## src/rtl/pc_sequencer.sv

```systemverilog
// Program-counter unit for the fetch stage: sequential stepping, branch/trap redirects,
// stall hold and a small circular return-address stack with misaligned-target flagging.
module pc_sequencer #(
    parameter int               XLEN         = 32,
    parameter int               STEP         = 4,
    parameter logic [XLEN-1:0]  RESET_VECTOR = '0,
    parameter logic [XLEN-1:0]  TRAP_VECTOR  = 'h100,
    parameter int               RAS_DEPTH    = 4
) (
    input  logic            clk,
    input  logic            rst_n,
    input  logic            stall,
    input  logic            trap,
    input  logic            br_taken,
    input  logic [XLEN-1:0] br_target,
    input  logic            call,
    input  logic            ret,
    output logic [XLEN-1:0] pc,
    output logic [XLEN-1:0] npc,
    output logic            ras_empty,
    output logic            ras_full,
    output logic            misaligned
);

    localparam int              PW       = (RAS_DEPTH > 1) ? $clog2(RAS_DEPTH) : 1;
    localparam int              CW       = $clog2(RAS_DEPTH + 1);
    localparam logic [XLEN-1:0] STEP_V   = XLEN'(STEP);
    localparam logic [XLEN-1:0] LOW_MASK = XLEN'(STEP - 1);
    localparam logic [PW-1:0]   PTR_MAX  = PW'(RAS_DEPTH - 1);
    localparam logic [CW-1:0]   CNT_MAX  = CW'(RAS_DEPTH);

    logic [XLEN-1:0] pc_q;
    logic [XLEN-1:0] pc_nxt;
    logic            mis_q;
    logic            mis_nxt;

    logic [XLEN-1:0] ras_mem [RAS_DEPTH];
    logic [PW-1:0]   ras_ptr;
    logic [CW-1:0]   ras_cnt;
    logic [PW-1:0]   ptr_inc;
    logic [PW-1:0]   ptr_dec;
    logic [XLEN-1:0] ras_top;

    logic            do_push;
    logic            do_pop;
    logic            do_replace;
    logic            tgt_mis;
    logic [XLEN-1:0] tgt_aligned;
    logic            call_br;

    assign npc         = pc_q + STEP_V;
    assign pc          = pc_q;
    assign misaligned  = mis_q;
    assign ras_empty   = (ras_cnt == '0);
    assign ras_full    = (ras_cnt == CNT_MAX);
    assign ras_top     = ras_mem[ras_ptr];
    assign ptr_inc     = (ras_ptr == PTR_MAX) ? '0 : ras_ptr + PW'(1);
    assign ptr_dec     = (ras_ptr == '0) ? PTR_MAX : ras_ptr - PW'(1);
    assign tgt_mis     = |(br_target & LOW_MASK);
    assign tgt_aligned = br_target & ~LOW_MASK;
    assign call_br     = call & br_taken;

    // ret wins the redirect over a same-cycle call; with a non-empty stack the
    // call then rewrites the top entry instead of pushing.
    always_comb begin
        pc_nxt     = npc;
        mis_nxt    = 1'b0;
        do_push    = 1'b0;
        do_pop     = 1'b0;
        do_replace = 1'b0;
        if (trap) begin
            pc_nxt = TRAP_VECTOR;
        end else if (stall) begin
            pc_nxt = pc_q;
        end else if (ret && !ras_empty) begin
            pc_nxt = ras_top;
            if (call_br) do_replace = 1'b1;
            else         do_pop     = 1'b1;
        end else if (ret || br_taken) begin
            pc_nxt  = tgt_aligned;
            mis_nxt = tgt_mis;
            do_push = call_br;
        end
    end

    always_ff @(posedge clk or negedge rst_n) begin
        if (!rst_n) begin
            pc_q    <= RESET_VECTOR;
            mis_q   <= 1'b0;
            ras_ptr <= '0;
            ras_cnt <= '0;
            for (int i = 0; i < RAS_DEPTH; i++) ras_mem[i] <= '0;
        end else begin
            pc_q  <= pc_nxt;
            mis_q <= mis_nxt;
            if (do_push) begin
                // Full stack: the pointer advances onto the oldest slot and overwrites it.
                ras_mem[ptr_inc] <= npc;
                ras_ptr          <= ptr_inc;
                if (ras_cnt != CNT_MAX) ras_cnt <= ras_cnt + CW'(1);
            end else if (do_pop) begin
                ras_ptr <= ptr_dec;
                ras_cnt <= ras_cnt - CW'(1);
            end else if (do_replace) begin
                ras_mem[ras_ptr] <= npc;
            end
        end
    end

endmodule

```

## config.mk

```make
export PLATFORM = sky130hd
export DESIGN_NAME = pc_sequencer
export DESIGN_NICKNAME = d
export VERILOG_FILES = /design/src/rtl/pc_sequencer.sv
export SDC_FILE = /design/constraint.sdc
export NUM_CORES = 1
export LEC_CHECK = 0
export ABC_AREA = 1
export CAP_MARGIN = 20
export CORE_MARGIN = 2
export CORE_UTILIZATION = 55
export CTS_CLUSTER_DIAMETER = 80
export CTS_CLUSTER_SIZE = 30
export DETAILED_ROUTE_END_ITERATION = 10
export PLACE_DENSITY = 0.77
export SYNTH_ARGS = -nofsm -noshare
export SYNTH_HDL_FRONTEND = slang
export SYNTH_SLANG_ARGS = --single-unit
```

## constraint.sdc

```tcl
create_clock -name clk -period 2.8 [get_ports clk]
set_input_delay 0.56 -clock clk [delete_from_list [all_inputs] [get_ports clk]]
set_output_delay 0.56 -clock clk [all_outputs]
set_load 0.01 [all_outputs]
```

==> flow_summary.ini <==
[detailed_routing]
drt-total-wl_um = 27600
ant_nets = 0
vias = 9060
drc_errors = 0
detail_route.iter0.violations = 952
drt-pass1-iter-count = 5
wl_per_cell_um = 17.0
viasPerCell = 5.57

[worst_setup_path]
cp_slowest_cell = dfrtp_1
worst_path_largest_cell_delay_ns = 0.40
worst_path_most_repeated_cell = nand2_1
end_kind = primary output
path_delay_family = simple AND/OR/NAND/NOR gates
path_max_fanout = 4
crit_buf_inv = 4
cp.required_ns = 2.24
crit_type = flip-flop to primary output
crit_chain = buf_4 -> buf_4 -> nand2_1 -> nor2_1 -> nand2_1 -> nor2_1 -> nand2_1 -> nand2_1 -> nand2_2 -> inv_1 -> dlygate4sd2_1
critPathArrivalTime_ns = 2.27
critical_path.startpoint_type = flip-flop

[layout]
drive_gt1_share_pct = 14.0
syn_to_final_growth_pct = 27.1
fin_nets = 1444
design_area_um2 = 11500
post-route-util_pct = 72.0
n_antenna_cell = 0

[timing]
drv_slew = 0
rsz0062_at_grt = yes
setup_viol = 4
max_freq_mhz = 353
setup_slack_ns = -0.0337
clock_skew_ns = 0.0105
fin_hold_ws_ns = 0.139
fin_crit_sh_pct = 101
tightestPinTransition_ns = 0.696
slew-limit-headroom_pct = 53.6
hold_viol = 0
final.min_clock_period_ns = 2.83

[yosys]
muxShareOfSynthArea_pct = 0
synth-xor-area-share_pct = 0.776
synth_fa_ha_area_share_pct = 1.11
synth_fp_nets = 1308
synth-simple-area-share_pct = 30.2
yosys_warnings = 0
ys_types = 40
synth_top_cell_by_area = dfrtp_1
postSynthAreaPerCell_um2 = 7.16
ys_ff_latch = 166
synthCells = 1261
synth_area_leaders = dfrtp_1 46%, nand2_1 20%, o21ai_0 5.8%, inv_1 4.4%, nand3_1 3.6%
synth_top_family_by_area = simple AND/OR/NAND/NOR gates
yosysSeqAreaShare_pct = 46.0
synth_top_cell_area_share_pct = 46.0
syn_area_um2 = 9030
synth_compound_area_share_pct = 13.6

[floorplan]
start_util_pct = 56.6
coreArea_um2 = 15900
rows = 46
ios = 106
die_h_um = 132
die_area_um2 = 17500
die_w_um = 132

[hold_path]
hp-class = primary input to asynchronous set/reset pin

[global_routing]
grt_pass1_vias = 8410
antenna_found_initial = 0
grt_pass1_wl_um = 43200
grt_overflow = 0
track_usage_pct = 31.4
grt_max_degree = 87

[place]
place_area_um2 = 10400
gp_congestion = 0.901
dp_hpwl_um = 17600
io_buffer_count = 105

[clock_network]
cts_num_sinks = 166
h-tree-depth = 4
clock-root-buffer = clkbuf_16
clk_latency_ns = 0.44
ctsHoldBuffers = 0
clkTransAtPathRegs_ns = 0.07
cts_tree = yes
numCtsBuffers = 17
cts_buffer_depth = 2

[power]
irDropWorstVdd_mv = 0.509
leakage_uw = 0.00550
cellPowerDensity_nw_per_um2 = 875

[status]
status = finished with violations
failed_checks = negative setup slack

[flow_run]
drv_cap = 0
logic make-up after synthesis:
logic type / Yosys count
buffers and inverters: 176
AOI/OAI and AO/OA: 231
and+or+nand+nor: 672
adders and majority gates: 8
DFF: 166
xor gates and xnor gates: 8
state kept, by name (all words and copies together) (netlist names):
signal	flops
ras_cnt	3
misaligned	1
ras_mem	128
pc	32
ras_ptr	2
report_power, final:
group          switching (uW)  internal, uW
sequential                409          3220
clock                    1100          1360
combinational            2450          1500
total                    3970          6080
timing repair:
item	CTS	global route
endpoints found under the setup margin	25	19
hold endpoints to repair	0	0
resized for setup	56	31
pin swaps	7	5
buffers inserted	11	27
path summary, 6_finish.rpt:
check | slack, ns | cells after the start | end | start
setup / recovery | -0.03 | 11 | npc[28] | pc[17]
hold / removal | 0.14 | 1 | ras_mem[96] | rst_n
setup reg to reg | 0.73 | 8 | ras_mem[54] | ras_ptr[1]
hold reg to reg | 0.48 | 2 | ras_mem[40] | ras_mem[40]
max in group asynchronous | 1.87 | 2 | ras_mem[78] | rst_n
min in group clk | 0.48 | 2 | ras_mem[40] | ras_mem[40]
layer usage:
| layer | vias up | GRT usage (%) | routed length [um] |
|---|---|---|---|
| met4 | 0 | 10.5 | 723 |
| met5 | - | 0 | 0 |
| li1 | 4274 | - | - |
| met2 | 470 | 50.6 | 13100 |
| met3 | 64 | 7.57 | 2400 |
| met1 | 4252 | 41.8 | 11400 |
synth_stat cells (all sizes together):
library cell / n
xnor2: 1
o21bai: 3
o221ai: 2
clkinv: 1
clkbuf: 22
a31oi: 1
nor3: 2
and2: 1
o21ai: 155
o31ai: 1
nand3b: 8
xor2: 7
nand3: 66
nand2: 491
inv: 113
or2: 6
buf: 40
ha: 8
a32o: 2
nand4: 4
nor2: 94
o211ai: 2
a21oi: 62
o22ai: 3
dfrtp: 166
cell type report:
type	instances	area, um^2
fill	1232	4470
multi-input combinational	919	4290
sequential	166	4170
timing repair buffer	179	1700
inverter	114	428
clock buffer	17	425
tap	216	270
clock inverter	15	186
placed cells by master (no fill, tap or decap), drive strengths merged:
master,netlist,layout
clkdlybuf4s50,0,81
clkinv,1,2
a31oi,1,1
bufinv,0,2
o221ai,2,2
xor2,7,7
and2,1,1
nand3b,8,8
dlymetal6s2s,0,5
nor2,94,94
clkdlybuf4s15,0,1
o211ai,2,2
ha,8,8
clkbuf,22,17
o21bai,3,3
o22ai,3,3
nor3,2,2
xnor2,1,1
o21ai,155,155
o31ai,1,1
dfrtp,166,166
nand4,4,4
or2,6,6
a21oi,62,62
a32o,2,2
nand2,491,491
dlygate4sd2,0,17
nand3,66,66
clkinvlp,0,4
inv,113,121
buf,40,75
stage by stage:
step / setup WS (ns) / power [uW] / cells / setup TNS [ns]
2_1_floorplan: 0.748 / 6050 / 1261 / 0
3_3_place_gp: 0.210 / 7290 / 1556 / 0
3_5_place_dp: 0.140 / 7400 / 1556 / 0
4_1_cts: -0.0629 / 9900 / 1599 / -0.0884
5_1_grt: -0.144 / 10700 / 1626 / -0.755
6_report: -0.0337 / 10000 / 1626 / -0.0733
Note: power is estimated with default switching activity, not from simulation.
